### src/rtl/fix_to_flt_engine_if.sv
// fix_to_flt_engine_if: start/ack handshake plus byte-wide data-memory bus for the converter
interface fix_to_flt_engine_if #(parameter int AW = 8);
    logic          start;
    logic          ack;
    logic [AW-1:0] mem_addr;
    logic [7:0]    mem_rdata;
    logic [7:0]    mem_wdata;
    logic          mem_we;
    modport master (input start, mem_rdata, output ack, mem_addr, mem_wdata, mem_we);
    modport slave  (output start, mem_rdata, input ack, mem_addr, mem_wdata, mem_we);
endinterface

### src/rtl/fix_to_flt_engine.sv
// fix_to_flt_engine: signed 8.8 fixed point in memory -> truncated IEEE binary16 written back
module fix_to_flt_engine #(
    parameter int AW       = 8,
    parameter int ADDR_IN  = 0,
    parameter int ADDR_OUT = 2
) (
    input logic                 clk,
    input logic                 reset,
    fix_to_flt_engine_if.master bus
);
    typedef enum logic [3:0] {IDLE, RD_LO, RD_HI, ABS, NORM, PACK, WR_LO, WR_HI, DONE} state_t;
    state_t        state_q, state_d;
    logic [15:0]   x_q, x_d, mag_q, mag_d, res_q, res_d;
    logic [3:0]    s_q, s_d;
    logic          sign_q, sign_d, ack_q, ack_d;
    logic [AW-1:0] addr;
    logic [7:0]    wdata;
    logic          we;
    // next state, datapath updates and memory-bus drive decoded from the current state
    always_comb begin
        state_d = state_q;
        x_d     = x_q;
        mag_d   = mag_q;
        res_d   = res_q;
        s_d     = s_q;
        sign_d  = sign_q;
        addr    = AW'(ADDR_IN);
        wdata   = 8'h00;
        we      = 1'b0;
        case (state_q)
            IDLE, DONE: if (bus.start) begin
                state_d = RD_LO;
                s_d     = 4'd0;
                mag_d   = 16'd0;
            end
            RD_LO: begin
                x_d[7:0] = bus.mem_rdata;
                state_d  = RD_HI;
            end
            RD_HI: begin
                addr      = AW'(ADDR_IN + 1);
                x_d[15:8] = bus.mem_rdata;
                state_d   = ABS;
            end
            ABS: begin
                sign_d  = x_q[15];
                mag_d   = x_q[15] ? (~x_q + 16'd1) : x_q;
                res_d   = 16'h0000;
                state_d = (x_q == 16'd0) ? WR_LO : NORM;
            end
            NORM: if (!mag_q[15]) begin
                mag_d = mag_q << 1;
                s_d   = s_q + 4'd1;
            end else begin
                state_d = PACK;
            end
            PACK: begin
                res_d   = {sign_q, 5'd22 - {1'b0, s_q}, mag_q[14:5]};
                state_d = WR_LO;
            end
            WR_LO: begin
                we      = 1'b1;
                addr    = AW'(ADDR_OUT);
                wdata   = res_q[7:0];
                state_d = WR_HI;
            end
            WR_HI: begin
                we      = 1'b1;
                addr    = AW'(ADDR_OUT + 1);
                wdata   = res_q[15:8];
                state_d = DONE;
            end
            default: state_d = IDLE;
        endcase
        ack_d = (state_d == DONE);
    end
    // state and datapath registers; reset returns straight to idle
    always_ff @(posedge clk or posedge reset) begin
        if (reset) begin
            state_q <= IDLE;
            x_q     <= 16'd0;
            mag_q   <= 16'd0;
            res_q   <= 16'd0;
            s_q     <= 4'd0;
            sign_q  <= 1'b0;
            ack_q   <= 1'b0;
        end else begin
            state_q <= state_d;
            x_q     <= x_d;
            mag_q   <= mag_d;
            res_q   <= res_d;
            s_q     <= s_d;
            sign_q  <= sign_d;
            ack_q   <= ack_d;
        end
    end
    assign bus.ack       = ack_q;
    assign bus.mem_addr  = addr;
    assign bus.mem_wdata = wdata;
    assign bus.mem_we    = we;
endmodule

### src/flat_wrapper.sv
// flat-port wrapper written by rule: the top's interface ports become plain ports
module fix_to_flt_engine_flat 
#(
    parameter int AW       = 8,
    parameter int ADDR_IN  = 0,
    parameter int ADDR_OUT = 2
)
  (clk, reset, bus_start, bus_mem_rdata, bus_ack, bus_mem_addr, bus_mem_wdata, bus_mem_we);
  fix_to_flt_engine_if #(.AW(AW)) bus_i ();
  input logic clk;
  input logic reset;
  input wire logic [$bits(bus_i.start)-1:0] bus_start;
  input wire logic [$bits(bus_i.mem_rdata)-1:0] bus_mem_rdata;
  output wire logic [$bits(bus_i.ack)-1:0] bus_ack;
  output wire logic [$bits(bus_i.mem_addr)-1:0] bus_mem_addr;
  output wire logic [$bits(bus_i.mem_wdata)-1:0] bus_mem_wdata;
  output wire logic [$bits(bus_i.mem_we)-1:0] bus_mem_we;
  assign bus_i.start = bus_start;
  assign bus_i.mem_rdata = bus_mem_rdata;
  assign bus_ack = bus_i.ack;
  assign bus_mem_addr = bus_i.mem_addr;
  assign bus_mem_wdata = bus_i.mem_wdata;
  assign bus_mem_we = bus_i.mem_we;
  fix_to_flt_engine #(.AW(AW), .ADDR_IN(ADDR_IN), .ADDR_OUT(ADDR_OUT)) u_core (.clk(clk), .reset(reset), .bus(bus_i));
endmodule
### config.mk
export PLATFORM = sky130hd
export DESIGN_NAME = fix_to_flt_engine_flat
export DESIGN_NICKNAME = d
export VERILOG_FILES = /design/src/rtl/fix_to_flt_engine_if.sv /design/src/rtl/fix_to_flt_engine.sv /design/src/flat_wrapper.sv
export SDC_FILE = /design/constraint.sdc
export NUM_CORES = 1
export LEC_CHECK = 0
export ABC_AREA = 1
export BUFFER_PORTS_ARGS = -buffer_cell sky130_fd_sc_hd__buf_2
export CORE_MARGIN = 1
export CORE_UTILIZATION = 61
export DETAILED_ROUTE_END_ITERATION = 7
export MAX_ROUTING_LAYER = met4
export PLACE_DENSITY = 0.83
export SETUP_SLACK_MARGIN = 0.02
export SLEW_MARGIN = 10
export SYNTH_ARGS = -nofsm -noshare
export SYNTH_HDL_FRONTEND = slang
export SYNTH_SLANG_ARGS = --single-unit
### constraint.sdc
create_clock -name clk -period 3.9 [get_ports clk]
set_input_delay 0.195 -clock clk [delete_from_list [all_inputs] [get_ports clk]]
set_output_delay 0.195 -clock clk [all_outputs]
set_load 0.005 [all_outputs]
==> flow_summary.yaml, run 1 <==
grt:
  grt_pass1_vias: 2371
  antenna_found_initial: 0
  top_usage_layer: "met2"
  grt_use_met2_pct: 46.7
  use_met1_pct: 34.6
  grt_usage_pct: 28.4
  grt-ovfl-total: 0
  use_met3_pct: 4.53
  grt_max_degree: 59
  grt_pass1_wl_um: 10900
finish:
  fin_nets: 421
  design_area_um2: 3410
  diodes: 0
  drive_gt1_share_pct: 19.0
  final_util_pct: 70.7
  nFillCells: 398
  syn_to_final_growth_pct: 9.67
critical_path:
  startpoint_type: "flip-flop"
  worstSetupEndpointType: "output port"
  critPathLaunch: "u_core.state_q[3]"
  reg2reg_depth: 7
  arrival_ns: 1.84
  r2r_start: "u_core.x_q[0]"
  max_stage_delay_ns: 0.40
  worstPathMaxFanout: 11
  cp-endpoint: "bus_mem_wdata[3]"
  crit_chain: "inv_1 > nand2_2 > inv_2 > nand2_1 > o22ai_1 > buf_2"
  crit_type: "flip-flop to output port"
  cp.required_ns: 3.70
  r2r-end: "u_core.mag_q[10]"
  cp_slowest_cell: "dfrtp_1"
  regToRegSetupSlack_ns: 2.31
clocking:
  numCtsBuffers: 9
  cts_resized: 0
  htreeDepth: 3
  cts-root-buf: "clkbuf_8"
  clkTransAtPathRegs_ns: 0.06
  clk_latency_ns: 0.34
  cts_tree: "done"
  hold_buffers: 0
  clockBufferDepth: 2
  clock_sinks: 58
  cts_setup_buffers: 0
synthesis:
  synth_seq_cells: 58
  synthCells: 386
  seq_area_frac_synth_pct: 46.7
  netlist_area_um2: 3110
  syn_area_per_cell_um2: 8.05
  synth.distinct_cells: 31
  yosys_warnings: 0
route:
  first_iter_violations: 174
  drtAntennaViolNets: 0
  routedWlPerCell_um: 13.7
  route.final.wire_length_um: 6560
  vias: 2539
  first_pass_iters: 4
  viasPerCell: 5.31
  drc: 0
timing:
  worst_pin_slew_ns: 0.715
  finalCriticalPeriod_ns: 2.04
  finalHoldViolCount: 0
  min_period_over_period_pct: 52.3
  postLayoutSetupSlackWorst_ns: 1.86
  slew_headroom_pct: 52.4
  maxSlewViolCount: 0
  rsz0062_at_grt: "false"
  finClkSkew_ns: 0.00759
  setup_viol: 0
  max_freq_mhz: 490
  tns_ns: 0
floorplanning:
  num_rows: 25
  die_h_um: 73.4
  fp.coreArea_um2: 4820
  initial_core_util_pct: 64.5
  die_w_um: 73.4
  dieArea_um2: 5380
  pin_count: 29
place:
  io_buffers: 22
  dp_slack_ns: 2.25
  place.gp.congestion: 0.863
  post-dp-hpwl_um: 4550
  place_area_um2: 3200
pwr:
  irDropWorstVdd_mv: 0.380
  p_total_uw: 2820
  p_per_area_nw_per_um2: 827
  p_leak_uw: 0.00177
status:
  outcome: "finished clean"
worst_hold_path:
  holdCritPathClass: "input pin to async pin"
run:
  drv_cap: 0
-- cell type report --
class                      instances  area, um^2  area share, %
tap                               67        83.8           2.46
clock inverter                     2        35.0           1.03
clock buffer                      13         169           4.96
multi-input combinational        256        1330           39.0
sequential                        58        1450           42.6
timing repair buffer              23         118           3.45
inverter                          59         223           6.54
-- report_power, final --
part	total, uW	internal (uW)	switching (uW)
Clock	572	343	229
Sequential	1100	854	247
Combinational	1140	398	746
Total	2820	1590	1220
-- cells in the final DEF (no fill, tap or decap), types with 2 or more instances in the layout --
master	netlist	layout
nand3_1	30	30
inv_1	52	51
buf_2	5	22
a21oi_1	4	4
nand3_2	10	10
dfrtp_1	58	58
o21ai_0	27	27
conb_1	1	6
o22ai_1	11	11
nand2_4	6	6
clkbuf_8	0	12
clkinv_2	1	2
nand2_1	92	92
nor2_1	25	25
o211ai_1	6	6
ha_1	3	3
inv_2	6	7
o21ai_1	12	12
o41ai_1	2	2
nand2_2	14	14
-- cell usage after synthesis --
master,number,area [um^2]
o31ai_1,1,7.51
buf_6,1,11.3
buf_4,7,52.6
clkinv_2,1,5.00
buf_2,5,25.0
inv_2,6,22.5
nor2_8,1,20.0
nand3_2,10,100
o22ai_1,11,68.8
o21bai_1,1,7.51
nand2_1,92,345
o32ai_1,1,8.76
o211ai_1,6,45.0
conb_1,1,3.75
nor2_1,25,93.8
ha_1,3,37.5
xor2_1,1,8.76
nand2_2,14,87.6
a21oi_1,4,20.0
clkbuf_1,4,15.0
inv_1,52,195
buf_12,1,20.0
o41ai_1,2,17.5
nand4_1,1,6.26
o21ai_0,27,135
nand3_1,30,150
nor2_4,1,11.3
dfrtp_1,58,1450
o21ai_1,12,60.1
nor2_2,1,6.26
nand2_4,6,67.6
-- metal layers --
| layer | vias up | share of wire, % |
|---|---|---|
| met5 | - | 0 |
| met4 | 0 | 2.1 |
| met3 | 11 | 4.6 |
| met2 | 72 | 49 |
| met1 | 1196 | 44 |
| li1 | 1260 | - |
-- metrics by stage --
stage	hold WS, ns	cells
2_1_floorplan	0.292	391
3_3_place_gp	0.434	463
3_5_place_dp	0.432	463
4_1_cts	0.0723	478
5_1_grt	0.0772	478
6_report	0.0368	478
-- registers in the layout, summed over array words and instances (netlist names) --
name and cells:
u_core.bus.ack 1, u_core.mag_q 16, u_core.res_q 16, u_core.s_q 4, u_core.sign_q 1, u_core.state_q 4, u_core.x_q 16
-- critical path, delay by kind of cell, from the launching register on --
kind	cells	cell delay [ns]
AND/OR/NAND/NOR	2	0.42
buffers and inverters	3	0.41
flip-flops	1	0.40
AO/OA/AOI/OAI	1	0.27
-- worst min-delay path by stage --
stage,endpoint,slack (ns),cells after the start
floorplan,u_core.bus.ack,0.29,1
global placement,u_core.state_q[3],0.43,2
detailed placement,u_core.x_q[0],0.43,3
CTS,u_core.x_q[0],0.07,3
global route,u_core.state_q[3],0.08,2
finish,u_core.x_q[3],0.04,3
-- cells by family after synthesis --
logic type	synth area share, %
AND/OR/NAND/NOR	28.6
buffers and inverters	11.2
AO/OA/AOI/OAI	11.9
flip-flops	46.7
adder cells (fa/ha/maj)	1.21
XOR/XNOR	0.282
other	0.121
No activity file was read; power rests on OpenSTA's default activity.
==> inputs of run 2 (changes only) <==
CORE_UTILIZATION = 53   (was 61)
PLACE_DENSITY = 0.76   (was 0.83)
clock period = 1.7 ns   (was 3.9 ns; I/O delays follow)
==> run 2 against run 1 <==
Against the previous run:
- via count grew 0.39%
- sequential cell count is the same
- sequential power grew 130%
- non-clock buffer count grew 14
- wire length shrank 0.64%
- clock power grew 120%
- critical path depth is the same
- clock skew grew 0.0013 ns
- global-route usage shrank 3.9 points
- critical path type unchanged
- largest cell class unchanged
- largest power group unchanged
==> flow_summary.yaml, run 2 (synthesis results as in run 1) <==
timing:
  min_period_over_period_pct: 92.9
  max_freq_mhz: 633
  tns_ns: 0
  rsz0062_at_grt: "true"
  finalCriticalPeriod_ns: 1.58
  worst_pin_slew_ns: 0.505
  maxSlewViolCount: 0
  setup_viol: 0
  slew_headroom_pct: 66.3
  finalHoldViolCount: 0
  finClkSkew_ns: 0.00887
route:
  vias: 2549
  detailroute.wirelength.met2_um: 3190
  drtAntennaViolNets: 0
  top_layer: "met4"
  routedLengthMet1_um: 2970
  route.final.wire_length_um: 6520
  viasPerCell: 5.12
  routedWlPerCell_um: 13.1
  first_pass_iters: 4
  first_iter_violations: 109
  drc: 0
  route.met3.wl_um: 296
floorplanning:
  initial_core_util_pct: 55.7
  fp.coreArea_um2: 5570
  die_w_um: 78.6
  dieArea_um2: 6170
  die_h_um: 78.6
  pin_count: 29
  num_rows: 27
clocking:
  cts-root-buf: "clkbuf_8"
  clockBufferDepth: 2
  clock_sinks: 58
  clk_latency_ns: 0.34
  cts_tree: "done"
  cts_setup_buffers: 0
  clkTransAtPathRegs_ns: 0.07
  htreeDepth: 3
  numCtsBuffers: 9
pwr:
  p_per_area_nw_per_um2: 1840
  irDropWorstVdd_mv: 0.872
  p_leak_uw: 0.00186
worst_hold_path:
  holdCritPathClass: "input pin to flip-flop"
  min_path_cells: 3
critical_path:
  worstPathMaxFanout: 11
  crit_type: "flip-flop to output port"
  worstSetupEndpointType: "output port"
  cp.required_ns: 1.62
  startpoint_type: "flip-flop"
  reg2reg_depth: 8
  arrival_ns: 1.49
place:
  post-dp-hpwl_um: 4620
  io_buffers: 22
  place.gp.congestion: 0.880
finish:
  final_cell_mix: "nand2_1, dfrtp_1, inv_1, nand3_1, o21ai_0"
  mostFrequentLayoutCell: "nand2_1"
  drive_gt1_share_pct: 20.7
  final_util_pct: 64.0
  diodes: 0
  syn_to_final_growth_pct: 14.7
  fin_nets: 435
  nFillCells: 496
  reg_top3: "u_core.mag_q (16), u_core.res_q (16), u_core.x_q (16)"
grt:
  grt_pass1_wl_um: 11200
  grt_max_degree: 37
  antenna_found_initial: 0
  grt_usage_pct: 24.5
  grt-ovfl-total: 0
  grt_pass1_vias: 2458
status:
  outcome: "finished clean"
run:
  drv_cap: 0
==> run 2: cell types whose count changed in the layout (fill, tap and decap cells not counted), sizes merged <==
cell | before | now
buf | 23 | 29
clkbuf | 13 | 11
clkinv | 2 | 5
dlygate4sd3 | 0 | 8
==> run 2: final cells by class <==
class	instances	area (um^2)	area share [%]
sequential	58	1450	40.7
tap	72	90.1	2.53
inverter	59	225	6.32
clock buffer	11	141	3.97
clock inverter	5	53.8	1.51
multi-input combinational	256	1350	37.8
timing repair buffer	37	255	7.16
==> run 2: per-layer routing <==
metal	track usage, %	up-vias
met5	-	-
met3	6.74	8
met2	40.6	58
met1	29.5	1191
met4	5.93	0
li1	-	1292
==> run 2: path summary, 6_finish.rpt <==
check	startpoint	to	slack, ns
min in group asynchronous	reset	u_core.x_q[0]	0.31
setup / recovery	u_core.state_q[3]	bus_mem_wdata[2]	0.12
hold reg to reg	u_core.sign_q	u_core.sign_q	0.49
max in group asynchronous	reset	u_core.mag_q[12]	0.83
setup reg to reg	u_core.state_q[2]	u_core.mag_q[4]	0.25
hold / removal	bus_mem_rdata[1]	u_core.x_q[1]	0.04
==> run 2: power breakdown <==
group | internal [uW] | switching [uW]
combinational | 1030 | 1800
sequential | 1960 | 517
clock | 711 | 540
total | 3700 | 2860
==> run 2: worst max-delay path, stage by stage (launching register included) <==
cell,delay (ns)
dfrtp_1,0.41
inv_2,0.11
nand2_4,0.09
inv_4,0.11
nand2_4,0.11
o22ai_1,0.18
buf_2,0.14
==> run 2: what timing repair did <==
item | 4_1_cts | 5_1_grt
hold endpoints to repair | 30 | 0
hold buffers | 8 | 0
resized for setup | 5 | 3
setup endpoints to repair | 9 | 10
==> run 2: stage by stage <==
| stage | total power (uW) | worst slack, ns | std cells | cell area [um^2] | hold slack, ns |
|---|---|---|---|---|---|
| CTS | 6580 | 0.0377 | 498 | 3560 | 0.0324 |
| detailed placement | 5230 | 0.152 | 474 | 3270 | 0.143 |
| global placement | 5130 | 0.231 | 474 | 3270 | 0.142 |
| finish | 6560 | 0.121 | 498 | 3560 | 0.0362 |
| global route | 7140 | 0.0132 | 498 | 3560 | 0.0613 |
| floorplan | 4630 | 0.187 | 391 | 3130 | 0.182 |
